### src/rtl/uart_pkg.sv
// Shared UART definitions: receiver FSM states, baud-select codes and the
// 16x oversampling divisor helper.
package uart_pkg;

  typedef enum logic [2:0] {
    IDLE,
    START,
    DATA,
    PARITY,
    STOP
  } rx_state_t;

  localparam logic [2:0] BAUD_4800   = 3'd0;
  localparam logic [2:0] BAUD_9600   = 3'd1;
  localparam logic [2:0] BAUD_115200 = 3'd2;
  localparam logic [2:0] BAUD_19200  = 3'd3;

  localparam int OS_RATE    = 16;
  localparam int DATA_W_MIN = 5;
  localparam int DATA_W_MAX = 8;

  // Codes 4..7 fall back to 115200.
  function automatic int unsigned baud_div(input int unsigned clk_freq,
                                           input logic [2:0] baud_set);
    int unsigned baud;
    case (baud_set)
      BAUD_4800:  baud = 4800;
      BAUD_9600:  baud = 9600;
      BAUD_19200: baud = 19200;
      default:    baud = 115200;
    endcase
    return clk_freq / (baud * OS_RATE);
  endfunction

endpackage

### src/rtl/uart_baud_tick.sv
// Free-running divisor counter producing one oversampling tick every div cycles.
module uart_baud_tick #(
  parameter int CNT_W = 10
) (
  input  logic             sysclk,
  input  logic             rst,
  input  logic             clr,
  input  logic [CNT_W-1:0] div,
  output logic             tick
);

  logic [CNT_W-1:0] cnt_reg;

  // >= keeps the counter bounded even if div shrinks while counting.
  assign tick = (cnt_reg >= (div - CNT_W'(1)));

  always_ff @(posedge sysclk or negedge rst) begin
    if (!rst) begin
      cnt_reg <= '0;
    end else if (clr || tick) begin
      cnt_reg <= '0;
    end else begin
      cnt_reg <= cnt_reg + CNT_W'(1);
    end
  end

endmodule

### src/rtl/uart_rx_os16.sv
// 16x oversampling UART receiver with majority-vote sampling, optional parity,
// false-start rejection and parity/framing error flags.
import uart_pkg::*;

module uart_rx_os16 #(
  parameter int CLK_FREQ   = 50_000_000,
  parameter int DATA_W     = 8,
  parameter int PARITY_EN  = 0,
  parameter int PARITY_ODD = 0
) (
  input  logic              sysclk,
  input  logic              rst,
  input  logic [2:0]        Baud_set,
  input  logic              uart_rx,
  output logic [DATA_W-1:0] Data,
  output logic              rx_done,
  output logic              parity_err,
  output logic              frame_err
);

  localparam int CNT_W = $clog2(baud_div(CLK_FREQ, BAUD_4800) + 1);
  localparam logic [CNT_W-1:0] DIV_4800   = CNT_W'(baud_div(CLK_FREQ, BAUD_4800));
  localparam logic [CNT_W-1:0] DIV_9600   = CNT_W'(baud_div(CLK_FREQ, BAUD_9600));
  localparam logic [CNT_W-1:0] DIV_19200  = CNT_W'(baud_div(CLK_FREQ, BAUD_19200));
  localparam logic [CNT_W-1:0] DIV_115200 = CNT_W'(baud_div(CLK_FREQ, BAUD_115200));
  localparam logic [2:0]       LAST_BIT   = 3'(DATA_W - 1);
  localparam logic             ODD        = (PARITY_ODD != 0);

  logic              sync1_reg, sync2_reg, edge_reg;
  logic [CNT_W-1:0]  div_reg, div_next;
  rx_state_t         state_reg;
  logic [3:0]        tick_idx_reg;
  logic [2:0]        ones_reg, ones_next;
  logic [2:0]        bit_cnt_reg;
  logic [DATA_W-1:0] shift_reg;
  logic              par_mis_reg;
  logic [DATA_W-1:0] data_reg;
  logic              rx_done_reg, parity_err_reg, frame_err_reg;
  logic              falling, tick, clr, sample_win, bit_val;

  assign Data       = data_reg;
  assign rx_done    = rx_done_reg;
  assign parity_err = parity_err_reg;
  assign frame_err  = frame_err_reg;

  assign falling = edge_reg & ~sync2_reg;
  assign clr     = (state_reg == IDLE) && falling;

  always_comb begin
    div_next = DIV_115200;
    case (Baud_set)
      BAUD_4800:  div_next = DIV_4800;
      BAUD_9600:  div_next = DIV_9600;
      BAUD_19200: div_next = DIV_19200;
      default:    div_next = DIV_115200;
    endcase
  end

  // Include the current sample so the stop bit can be judged on tick 10 itself.
  assign sample_win = (tick_idx_reg >= 4'd6) && (tick_idx_reg <= 4'd10);
  assign ones_next  = sample_win ? (ones_reg + {2'b00, sync2_reg}) : ones_reg;
  assign bit_val    = (ones_next >= 3'd3);

  uart_baud_tick #(
    .CNT_W (CNT_W)
  ) u_tick (
    .sysclk (sysclk),
    .rst    (rst),
    .clr    (clr),
    .div    (div_reg),
    .tick   (tick)
  );

  always_ff @(posedge sysclk or negedge rst) begin
    if (!rst) begin
      sync1_reg <= 1'b1;
      sync2_reg <= 1'b1;
      edge_reg  <= 1'b1;
    end else begin
      sync1_reg <= uart_rx;
      sync2_reg <= sync1_reg;
      edge_reg  <= sync2_reg;
    end
  end

  always_ff @(posedge sysclk or negedge rst) begin
    if (!rst) begin
      state_reg      <= IDLE;
      div_reg        <= DIV_115200;
      tick_idx_reg   <= '0;
      ones_reg       <= '0;
      bit_cnt_reg    <= '0;
      shift_reg      <= '0;
      par_mis_reg    <= 1'b0;
      data_reg       <= '0;
      rx_done_reg    <= 1'b0;
      parity_err_reg <= 1'b0;
      frame_err_reg  <= 1'b0;
    end else begin
      rx_done_reg <= 1'b0;
      if (state_reg == IDLE) begin
        div_reg      <= div_next;
        tick_idx_reg <= '0;
        ones_reg     <= '0;
        bit_cnt_reg  <= '0;
        par_mis_reg  <= 1'b0;
        if (falling) state_reg <= START;
      end else if (tick) begin
        tick_idx_reg <= tick_idx_reg + 4'd1;
        ones_reg     <= (tick_idx_reg == 4'd15) ? 3'd0 : ones_next;
        case (state_reg)
          START: begin
            if (tick_idx_reg == 4'd15) state_reg <= bit_val ? IDLE : DATA;
          end
          DATA: begin
            if (tick_idx_reg == 4'd15) begin
              shift_reg   <= {bit_val, shift_reg[DATA_W-1:1]};
              bit_cnt_reg <= bit_cnt_reg + 3'd1;
              if (bit_cnt_reg == LAST_BIT)
                state_reg <= (PARITY_EN != 0) ? PARITY : STOP;
            end
          end
          PARITY: begin
            if (tick_idx_reg == 4'd15) begin
              par_mis_reg <= bit_val ^ (^shift_reg) ^ ODD;
              state_reg   <= STOP;
            end
          end
          STOP: begin
            // Leave mid stop bit so a back-to-back start edge is not missed.
            if (tick_idx_reg == 4'd10) begin
              data_reg       <= shift_reg;
              frame_err_reg  <= ~bit_val;
              parity_err_reg <= (PARITY_EN != 0) ? par_mis_reg : 1'b0;
              rx_done_reg    <= 1'b1;
              state_reg      <= IDLE;
            end
          end
          default: state_reg <= IDLE;
        endcase
      end
    end
  end

endmodule

### config.mk
export PLATFORM = sky130hd
export DESIGN_NAME = uart_rx_os16
export DESIGN_NICKNAME = d
export VERILOG_FILES = /design/src/rtl/uart_pkg.sv /design/src/rtl/uart_baud_tick.sv /design/src/rtl/uart_rx_os16.sv
export SDC_FILE = /design/constraint.sdc
export NUM_CORES = 1
export LEC_CHECK = 0
export ABC_AREA = 1
export CAP_MARGIN = 25
export CORE_AREA = 5 5 76 78
export DETAILED_ROUTE_END_ITERATION = 16
export DIE_AREA = 0 0 81 83
export HOLD_SLACK_MARGIN = 0.06
export PLACE_DENSITY = 0.83
export SYNTH_ARGS = -nofsm -noshare
export SYNTH_HDL_FRONTEND = slang
export SYNTH_HIERARCHICAL = 1
export SYNTH_SLANG_ARGS = --single-unit
### constraint.sdc
create_clock -name sysclk -period 3.43 [get_ports sysclk]
set_input_delay 0.8575 -clock sysclk [delete_from_list [all_inputs] [get_ports sysclk]]
set_output_delay 0.8575 -clock sysclk [all_outputs]
set_load 0.1 [all_outputs]
After elaboration in Yosys (flattened, before gate mapping):

Index checks and enable logic that the tools add are counted.

* register bits after elaboration: 54
* bits in latches: 0
* RAM bits: 0
* ROM bits: 0
* input bits: 6
* output and inout bits: 11
* logic and storage cells: 79
* memories kept: 0

* $add $sub $neg: 5
* multiply operators: 0
* divide/modulo/power cells: 0
* order comparisons: 4
* eq/ne operators: 15
* shifts and indexed selects: 0
* mux-type cells: 26
* bitwise gates (word level): 4
* reduce and logical (&&, ||, !) cells: 12

Operators with widths (number)
* 3-bit two-way mux: 16
* 10-bit one-hot mux with 3 select lines: 1
* 3-bit inequality test, second input constant: 5
* 3-bit one-hot mux with 4 select lines: 1
* 10-bit by 1-bit adder with 10-bit output, second input constant: 1
* 10-bit greater-or-equal comparator: 1
* 10-bit two-way mux: 1
* 10-bit by 1-bit subtractor with 10-bit output, second input constant: 1
* 3-bit by 2-bit == test with 1-bit output, second input constant: 3
* 4-bit == test, second input constant: 2
* 4-bit two-way mux: 2
* 4-bit AND reduction: 2
* 7-bit AND reduction: 1
* 3-bit by 1-bit == test with 1-bit output, second input constant: 2
* 3-bit == test, second input constant: 2
* 3-bit logical NOT: 2
* 2-bit nonzero test: 3
* 4-bit by 1-bit adder with 4-bit output, second input constant: 1
* 4-bit by 3-bit greater-or-equal comparator with 1-bit output, second input constant: 1
* 4-bit <= comparator, second input constant: 1
* 1-bit two-way mux: 4
* 3-bit by 1-bit adder with 3-bit output: 1
* 3-bit by 1-bit adder with 3-bit output, second input constant: 1
* 3-bit by 2-bit greater-or-equal comparator with 1-bit output, second input constant: 1
* 7 further kinds: 10

Depth between registers and ports, before layout:

Gate-level depths: netlist of run 1.

* word-level depth: 9
* mapped depth: 20
* depth with buffers taken out: 19

Hierarchy:

Netlist of run 1, hierarchy kept.

Modules (own cells, without submodules)
* uart_rx_os16: times used 1, cells each 218, area an instance 1909.3 sq um, sequential area each 1059.8 sq um
* uart_baud_tick: times used 1, cells each 128, area an instance 949.7 sq um, sequential area each 250.2 sq um

Worst setup path before layout of run 1:

No wires, ideal clock.

* path type: flip-flop to flip-flop
* start point: reg div_reg[0]
* end point: reg data_reg[6] (netlist: Data[6])
* library setup time: 121 ps
* data arrival time: 2739 ps
* data required time: 3309 ps
* slack: 569 ps
* cell stages (with the launch flop): 18
* path buffers: 1
* period minus slack after synthesis: 2861 ps
* cells stage by stage: dfstp_2 > inv_1 > ha_1 > nand3b_1 > nor2_1 > xor2_1 > inv_1 > ha_1 > nand2_1 > nor2_1 > nand3_1 > nand3_1 > inv_1 > nor4_4 > inv_2 > buf_6 > nand2_2 > o21ai_2

* word-level cells in the longest chain between the ends: 3

RTL lines
* from (decl): line uart_rx_os16.sv:30 `logic [CNT_W-1:0] div_reg, div_next;`
* from (signal assigned): line uart_rx_os16.sv:102 `div_reg <= div_next;`
* 10-bit by 1-bit subtractor with 10-bit output: line uart_baud_tick.sv:15 `assign tick = (cnt_reg >= (div - CNT_W'(1)));`
* 10-bit greater-or-equal comparator: line uart_baud_tick.sv:15
* via tick: line uart_rx_os16.sv:39 `logic falling, tick, clr, sample_win, bit_val;`
* 4-bit AND reduction (no source line)
* to (signal assigned): line uart_rx_os16.sv:132 `data_reg <= shift_reg;`
* to (decl): line uart_rx_os16.sv:37 `logic [DATA_W-1:0] data_reg;`

The timed path passes the listed nets, and every way through them passes these cells.
A chain may end at the register's enable or synchronous reset.

Worst setup path in the final report of run 1:

* start point: reg div_reg[0]
* end point: reg data_reg[4] (netlist: Data[4])

Same word-level chain as after synthesis.

==> flow_summary.json, run 1 <==
{
  "clkLatencyLatePin_ns": 0.31,
  "cts_buffers": 5,
  "grt.overflow.total": 0,
  "slew_violations": 0,
  "routed_wirelength_um": 5140,
  "startpoint": "div_reg[0]$_DFFE_PN1P_",
  "grt_max_degree": 28,
  "power_leakage_uw": 0.00167,
  "clk_path_buf_depth": 2,
  "synth_edf_count": 0,
  "grt_pass1_vias": 2063,
  "grt_pass1_wl_um": 9060,
  "path_clk_slew_ns": 0.10,
  "hold_viol_final": 0,
  "period_share_pct": 84.5,
  "cap_violations": 0,
  "cpMostUsedCell": "inv_1",
  "io_pins": 17,
  "max_stage_delay_ns": 0.57,
  "fp-row-count": 26,
  "initial_core_util_pct": 57.1,
  "dp.cells": 429,
  "largest_register_ffs": 10,
  "synthCells": 346,
  "crit_fanout": 12,
  "seq_area_frac_synth_pct": 45.8,
  "tritoncts": "yes",
  "dr_total_vias": 2209,
  "final_cells": 437,
  "critical_path_buf_inv_count": 4,
  "fin_skew_ns": 0.0108,
  "die_h_um": 83,
  "gp_congestion": 0.855,
  "status": "completed",
  "p_per_area_nw_per_um2": 653,
  "end_kind": "flop",
  "hold_buffers": 0,
  "regArea_sq_um": 1310,
  "cts.sinks": 52,
  "ir_drop_mv": 0.296,
  "drt_first_iter_violations": 122,
  "hp-class": "flop to flop",
  "portBuffers": 15,
  "antenna_found_initial": 0,
  "yosysWarnings": 6,
  "dpl_cell_area_sq_um": 3050,
  "die_w_um": 81,
  "relSlewSlack_pct": 60.9,
  "r2r_cells": 16,
  "track_usage_pct": 17.1,
  "ys.flop_type": "dfrtp_1",
  "hold_slack_ns": 0.363,
  "n_fill_cell": 425,
  "nNetsFinal": 390,
  "post_cts_resized": 0,
  "async_flop_share_pct": 100,
  "floorplan.die_area_sq_um": 6720,
  "stdcell_area_sq_um": 3150,
  "syn_area_sq_um": 2860,
  "htree_levels": 2,
  "rsz0062_at_grt": "false",
  "syn_nets": 370,
  "syn_to_final_growth_pct": 10.0,
  "cts_root_buf": "clkbuf_8",
  "drtPass1Iterations": 4,
  "r2r_start": "div_reg[0]$_DFFE_PN1P_",
  "cp.arrival_ns": 3.11,
  "hpwl_um": 3970,
  "ff2ff_setup_slack_ns": 0.53,
  "drive_gt1_share_pct": 13.1,
  "multi_input_area_sq_um": 1340,
  "crit_family": "simple AND/OR/NAND/NOR gates",
  "tns_ns": 0,
  "worstPathCellList": "inv_1 > ha_1 > nand3b_1 > nor2_1 > xor2_1 > inv_1 > ha_1 > nand2_1 > nor2_1 > nand3_1 > nand3_1 > inv_1 > nor4_4 > inv_2 > nand2_1 > o21ai_2",
  "yosys.cell_types.count": 32,
  "postCtsSetupBuffers": 0,
  "timing.final.crit_period_ns": 2.90,
  "ys_seq_elements": 52,
  "path_depth": 16,
  "timing.rr.end": "Data[4]$_DFFE_PN0P_",
  "syn_avg_cell_area_sq_um": 8.26,
  "required_ns": 3.64,
  "worstSetupPathType": "flop to flop",
  "drc": 0,
  "diodes": 0,
  "final_common_cell": "nand2_1",
  "final_cell_mix": "nand2_1, dfrtp_1, inv_1",
  "tightest_slew_ns": 0.587,
  "max_freq_mhz": 345,
  "ant_nets": 0,
  "slowest_stage": "dfstp_2",
  "via_per_inst": 5.05,
  "start_kind": "flop",
  "finalSetupViolCount": 0,
  "setup.worst_path.end": "Data[4]$_DFFE_PN0P_",
  "coreArea_sq_um": 5010,
  "wl_per_cell_um": 11.8
}
## worst min path at each step
stage	start	to	cells past startpoint
after floorplan	sync1_reg$_DFF_PN1_	sync2_reg$_DFF_PN1_	0
after global placement	sync1_reg$_DFF_PN1_	sync2_reg$_DFF_PN1_	0
after detailed placement	sync1_reg$_DFF_PN1_	sync2_reg$_DFF_PN1_	0
after CTS	sync1_reg$_DFF_PN1_	sync2_reg$_DFF_PN1_	0
after global routing	sync1_reg$_DFF_PN1_	sync2_reg$_DFF_PN1_	0
final	sync1_reg$_DFF_PN1_	sync2_reg$_DFF_PN1_	0
## synth_stat cells (3+ instances only)
master   count  area (sq um)
nand3_1     21           105
nor2_1      32           120
dfrtp_1     45          1130
inv_1       39           146
o21ai_2      3          26.3
inv_2        3          11.3
nand2_1    107           402
nor3_2       4          40.0
dfstp_2      7           184
nand2_2      4          25.0
nand4_1      3          18.8
a21oi_1      6          30.0
ha_1        18           225
xor2_1       8          70.1
xnor2_1      6          52.6
o21ai_0      9          45.0
buf_2        3          15.0
nor3_1       9          45.0
## worst register-to-register path: stages (launching register included)
cell,delay [ns]
dfstp_2,0.57
inv_1,0.06
ha_1,0.23
nand3b_1,0.15
nor2_1,0.07
xor2_1,0.13
inv_1,0.06
ha_1,0.26
nand2_1,0.04
nor2_1,0.12
nand3_1,0.15
nand3_1,0.17
inv_1,0.13
nor4_4,0.33
inv_2,0.17
nand2_1,0.11
o21ai_2,0.05
## final cells by class
type / instances / area share [%]
clock buffer: 5 / 2.19
multi-input combinational: 244 / 42.6
timing repair buffer: 19 / 4.77
sequential: 52 / 41.6
inverter: 44 / 5.25
clock inverter: 3 / 0.796
tap: 70 / 2.78
## kinds of logic after synthesis
logic type | count (synthesis) | share of synthesized area [%]
adders and majority gates | 18 | 7.88
and+or+nand+nor | 186 | 29.2
AOI/OAI and AO/OA | 25 | 5.30
buffers and inverters | 50 | 7.35
other | 1 | 0.131
DFF | 52 | 45.8
xor gates and xnor gates | 14 | 4.29
## report_power, final
group	switching (uW)	internal [uW]	total [uW]
clock network	212	149	361
logic	522	288	810
registers	143	740	883
## per-layer routing
metal | global-route usage, % | vias to the layer above | wire (um)
li1 | - | 1127 | -
met1 | 21.7 | 1040 | 2300
met2 | 28.6 | 37 | 2580
met3 | 4.22 | 5 | 200
met4 | 4.45 | 0 | 60
met5 | 0 | - | 0
## stage by stage
step / power (uW) / worst slack (ns) / utilization (%)
after global placement: 1680 / 0.616 / 60.9
after floorplan: 1520 / 0.569 / -
after global routing: 2250 / 0.218 / 62.8
after detailed placement: 1710 / 0.536 / 60.9
final: 2050 / 0.530 / 62.8
after CTS: 2080 / 0.520 / 62.8
Power figures use the tool's default switching activity.
==> run 2, diff against run 1 <==
CORE_AREA = 5 5 80 82   (was 5 5 76 78)
DIE_AREA = 0 0 85 87   (was 0 0 81 83)
PLACE_DENSITY = 0.79   (was 0.83)
clock period = 2.3 ns   (was 3.43 ns; I/O delays follow)
==> run 2 against run 1 <==
Effect of this change:
- the run now ends with negative setup slack left
- worst hold slack worse by 0.10 ns
- final area is 15% higher
- via count is 7.4% higher
- non-clock buffer count is 22 higher
- sequential share of layout area is 5.3 points lower
- combinational power grew to 2.5 times the previous value
- register-to-register slack worse by 0.88 ns
- power is 90% higher
- critical path type unchanged
- critical endpoint is now shift_reg[4]$_DFFE_PN0P_
==> flow_summary.json, run 2 (synthesis results as in run 1) <==
{
  "p_per_area_nw_per_um2": 1080,
  "path_clk_slew_ns": 0.10,
  "max_stage_delay_ns": 0.48,
  "r2r_start": "div_reg[8]$_DFFE_PN0P_",
  "timing.rr.end": "shift_reg[4]$_DFFE_PN0P_",
  "tightest_slew_ns": 0.741,
  "grt_max_degree": 26,
  "layout_setup_ws_ns": -0.348,
  "grt_pass1_vias": 2413,
  "ff2ff_setup_slack_ns": -0.35,
  "cts_root_buf": "clkbuf_8",
  "slew_violations": 0,
  "drc": 0,
  "crit_fanout": 7,
  "r2r_cells": 16,
  "grt.overflow.total": 0,
  "diodes": 0,
  "largest_register_ffs": 10,
  "portBuffers": 15,
  "dr_total_vias": 2373,
  "cp.arrival_ns": 2.85,
  "drive_gt1_share_pct": 32.5,
  "max_freq_mhz": 378,
  "tritoncts": "yes",
  "tns_ns": -7.89,
  "gp_congestion": 0.808,
  "die_h_um": 87,
  "hp-class": "primary input to async pin",
  "hold_buffers": 0,
  "final_common_cell": "nand2_1",
  "slowest_stage": "dfrtp_2",
  "fp-row-count": 28,
  "violations": "negative setup slack",
  "routed_wirelength_um": 6490,
  "floorplan.die_area_sq_um": 7400,
  "fin_skew_ns": 0.00472,
  "required_ns": 2.50,
  "antenna_found_initial": 0,
  "pre_cts_ws_ns": -0.345,
  "rsz0062_at_grt": "true",
  "status": "finished with violations",
  "end_kind": "flop",
  "grt_pass1_wl_um": 10900,
  "drt_first_iter_violations": 114,
  "ir_drop_mv": 0.722,
  "relSlewSlack_pct": 50.1,
  "wl_per_cell_um": 13.9,
  "initial_core_util_pct": 50.4,
  "syn_to_final_growth_pct": 26.2,
  "worstSetupPathType": "flop to flop",
  "timing.final.crit_period_ns": 2.65,
  "cts_buffers": 5,
  "coreArea_sq_um": 5680,
  "hpwl_um": 4180,
  "htree_levels": 2,
  "power_leakage_uw": 0.00181,
  "worstPathCellList": "nor2_1 > nand2_1 > nor3_2 > xor2_1 > inv_1 > ha_4 > nand2_4 > nor2_4 > nand3_2 > nand3_4 > nand2_2 > inv_2 > nand4_1 > buf_4 > clkinvlp_4 > o21ai_1",
  "period_share_pct": 115,
  "finalSetupViolCount": 40,
  "clkLatencyLatePin_ns": 0.30,
  "cap_violations": 0,
  "dpl_cell_area_sq_um": 3220,
  "die_w_um": 85,
  "final_cell_mix": "nand2_1, dfrtp_1, inv_1, buf_4",
  "ant_nets": 0,
  "nNetsFinal": 414,
  "hold_slack_ns": 0.259,
  "cts.sinks": 52,
  "via_per_inst": 5.09,
  "track_usage_pct": 18.1,
  "stdcell_area_sq_um": 3610,
  "clk_path_buf_depth": 2,
  "drtPass1Iterations": 4,
  "start_kind": "flop",
  "hold_viol_final": 0,
  "io_pins": 17
}
## run 2: changes by cell type in the layout (fill, tap and decap cells not counted), sizes merged
cell / previous run / this run
buf: 15 / 37
clkinv: 2 / 3
clkinvlp: 1 / 2
inv: 44 / 43
nand4: 4 / 5
## run 2: area by class of cell
type / count / area [sq um]
Sequential cell: 52 / 1310
Fill cell: 451 / 2070
Clock inverter: 3 / 27.5
Timing Repair Buffer: 41 / 327
Inverter: 44 / 168
Multi-Input combinational cell: 245 / 1610
Clock buffer: 5 / 68.8
Tap cell: 75 / 93.8
Timing Repair inverter: 1 / 7.51
## run 2: worst max-delay path, delay by kind of cell, from the launching register on
| family | cells | cell delay, ns |
|---|---|---|
| xor+xnor | 1 | 0.17 |
| fa+ha+maj | 1 | 0.30 |
| buf+inv | 4 | 0.47 |
| flops | 1 | 0.48 |
| simple gates | 9 | 1.05 |
| compound gates | 1 | 0.08 |
## run 2: worst max-delay path by stage
stage / start / endpoint / slack [ns] / cells past startpoint
5_1_grt: div_reg[1]$_DFFE_PN1P_ / shift_reg[4]$_DFFE_PN0P_ / -0.47 / 17
2_1_floorplan: div_reg[0]$_DFFE_PN1P_ / Data[6]$_DFFE_PN0P_ / -0.28 / 17
3_3_place_gp: div_reg[1]$_DFFE_PN1P_ / bit_cnt_reg[0]$_DFFE_PN0P_ / -0.18 / 17
3_5_place_dp: div_reg[1]$_DFFE_PN1P_ / bit_cnt_reg[0]$_DFFE_PN0P_ / -0.34 / 17
6_report: div_reg[8]$_DFFE_PN0P_ / shift_reg[4]$_DFFE_PN0P_ / -0.35 / 16
4_1_cts: div_reg[1]$_DFFE_PN1P_ / shift_reg[6]$_DFFE_PN0P_ / -0.25 / 17
## run 2: layer usage
metal  part of all wire, %  vias up  global-route usage [%]  wire length (um)
li1                      -     1180                       -                 -
met1                    43     1130                    23.1              2760
met2                    52       47                    31.1              3400
met3                   2.6       16                    2.84               168
met4                   2.5        0                    6.91               165
met5                     0        -                       0                 0
## run 2: stage by stage
stage / instances / utilization [%] / total power [uW]
2_1_floorplan: 346 / - / 2350
3_3_place_gp: 450 / 56.7 / 2790
3_5_place_dp: 450 / 56.7 / 2840
4_1_cts: 463 / 60.9 / 3650
5_1_grt: 466 / 63.6 / 4200
6_report: 466 / 63.6 / 3900
## run 2: power by group
group          switching [uW]  internal, uW  total, uW
combinational            1220           825       2040
clock                     318           224        542
sequential                210          1100       1310
## run 2: timing repair
item | CTS | global route
pin swaps | 13 | 14
setup buffers | 4 | 2
cloned | 1 | 1
setup endpoints to repair | 28 | 41
resized for setup | 30 | 31
==> run 3, diff against run 2 <==
CTS_BUF_LIST = sky130_fd_sc_hd__clkbuf_16   (was unset)
==> run 3 against run 2 <==
Effect of this change:
- the flow still finishes with violations (negative setup slack)
- setup slack improved by 0.014 ns
- cell count did not move
- critical path depth rose by 2
- global-route usage rose by 0.13 points
- via count rose by 1.3%
- final area rose by 2.1%
- worst hold slack improved by 0.023 ns
- power rose by 3.5%
- non-clock buffer count did not move
- critical path type unchanged
- maximum frequency rose by 0.54%
- register-to-register slack barely moved
==> flow_summary.json, run 3 (synthesis results as in run 1) <==
{
  "status": "finished with violations",
  "violations": "negative setup slack",
  "hpwl_um": 4180,
  "drt_first_iter_violations": 108,
  "gp_congestion": 0.808,
  "required_ns": 2.48,
  "slowest_stage": "dfstp_2",
  "grt.overflow.total": 0,
  "end_kind": "flop",
  "timing.final.crit_period_ns": 2.63,
  "cp.arrival_ns": 2.81,
  "setup.worst_path.end": "bit_cnt_reg[0]$_DFFE_PN0P_",
  "drive_gt1_share_pct": 33.2,
  "worstPathCellList": "inv_2 > ha_4 > nand3b_1 > nor2_1 > xor2_1 > inv_1 > ha_4 > nand2_4 > nor2_4 > nand3_4 > nand3_4 > nand2_2 > inv_2 > nand4_1 > buf_6 > buf_8 > nand2_4 > a21oi_2",
  "max_freq_mhz": 380,
  "max_stage_delay_ns": 0.54,
  "clkLatencyLatePin_ns": 0.30,
  "tns_ns": -6.54,
  "grt_pass1_vias": 2340,
  "floorplan.die_area_sq_um": 7400,
  "r2r_cells": 18,
  "cts_buffers": 5,
  "routed_wirelength_um": 7090,
  "worstSetupPathType": "flop to flop",
  "fin_skew_ns": 0.00552,
  "final_common_cell": "nand2_1",
  "grt_pass1_wl_um": 10700,
  "hold_slack_ns": 0.282,
  "cts_root_buf": "clkbuf_16",
  "critical_path_buf_inv_count": 5,
  "wl_per_cell_um": 15.2,
  "coreArea_sq_um": 5680,
  "clk_path_buf_depth": 2,
  "htree_levels": 2,
  "grt_max_degree": 26,
  "slew_violations": 0,
  "nNetsFinal": 414,
  "ant_nets": 0,
  "crit_fanout": 6,
  "diodes": 0,
  "largest_register_ffs": 10,
  "tightest_slew_ns": 0.737,
  "finalSetupViolCount": 29,
  "cts.sinks": 52,
  "fp-row-count": 28,
  "p_total_uw": 4040,
  "cap_violations": 0,
  "antenna_found_initial": 0,
  "portBuffers": 15,
  "ff2ff_setup_slack_ns": -0.33,
  "initial_core_util_pct": 50.4,
  "via_per_inst": 5.16,
  "pre_cts_ws_ns": -0.345,
  "final_cell_mix": "nand2_1, dfrtp_1, inv_1",
  "hp-class": "primary input to async pin",
  "p_per_area_nw_per_um2": 1100,
  "syn_to_final_growth_pct": 28.9,
  "tritoncts": "yes",
  "die_h_um": 87,
  "path_clk_slew_ns": 0.07,
  "crit_family": "simple AND/OR/NAND/NOR gates",
  "path_depth": 18,
  "die_w_um": 85,
  "timing.rr.end": "bit_cnt_reg[0]$_DFFE_PN0P_",
  "track_usage_pct": 18.3,
  "hold_viol_final": 0,
  "relSlewSlack_pct": 50.3,
  "ir_drop_mv": 0.686,
  "period_share_pct": 115,
  "layout_setup_ws_ns": -0.334,
  "start_kind": "flop",
  "startpoint": "div_reg[0]$_DFFE_PN1P_",
  "final_cells": 466,
  "power_leakage_uw": 0.00184,
  "dr_total_vias": 2404,
  "rsz0062_at_grt": "true",
  "io_pins": 17,
  "dp.cells": 450,
  "r2r_start": "div_reg[0]$_DFFE_PN1P_",
  "drc": 0,
  "drtPass1Iterations": 4
}
## run 3: repair_timing
action,CTS,global route
gates cloned,2,1
buffers inserted,4,3
gates resized for setup,17,51
endpoints found under the setup margin,28,41
hold buffers,0,0
pin swaps,3,24
## run 3: worst reg2reg max path: cells and delay by family, from the launching register on
family          cells  cell delay [ns]
simple gates        9             0.80
flops               1             0.54
buf+inv             5             0.52
fa+ha+maj           2             0.43
xor+xnor            1             0.14
compound gates      1             0.08
## run 3: final cells by class
| cell class | count | area [sq um] |
|---|---|---|
| clock inverters | 3 | 27.5 |
| fillers | 426 | 1990 |
| repair buffers | 41 | 334 |
| clock buffers | 5 | 125 |
| repair inverters | 1 | 7.51 |
| flip-flops and latches | 52 | 1310 |
| multi-input cells | 245 | 1610 |
| inverters | 44 | 175 |
| well taps | 75 | 93.8 |
## run 3: power by group
group / switching (uW) / total, uW / internal [uW]
combinational: 1180 / 1950 / 771
sequential: 201 / 1310 / 1110
clock: 367 / 781 / 414
total: 1750 / 4040 / 2290
## run 3: worst min-delay path by stage
stage / start / endpoint / slack [ns] / cells after the start
final: rst / u_tick/cnt_reg[8]$_DFF_PN0_ / 0.28 / 1
after global routing: rst / u_tick/cnt_reg[8]$_DFF_PN0_ / 0.32 / 1
after CTS: rst / ones_reg[0]$_DFFE_PN0N_ / 0.29 / 1
after detailed placement: sync1_reg$_DFF_PN1_ / sync2_reg$_DFF_PN1_ / 0.35 / 0
after global placement: sync1_reg$_DFF_PN1_ / sync2_reg$_DFF_PN1_ / 0.35 / 0
after floorplan: rst / Data[0]$_DFFE_PN0P_ / 0.28 / 0
## run 3: per-stage QoR
step	utilization (%)	area, sq um
2_1_floorplan	-	2910
3_3_place_gp	56.7	3220
3_5_place_dp	56.7	3220
4_1_cts	61.0	3460
5_1_grt	64.9	3680
6_report	64.9	3680
## run 3: layer usage
metal	wire length (um)	global-route usage [%]	vias up	share of wire (%)
met5	0	0	-	0
met4	158	6.76	0	2.2
met3	233	3.31	18	3.3
met2	3780	31.9	48	53
met1	2920	22.5	1153	41
li1	-	-	1185	-
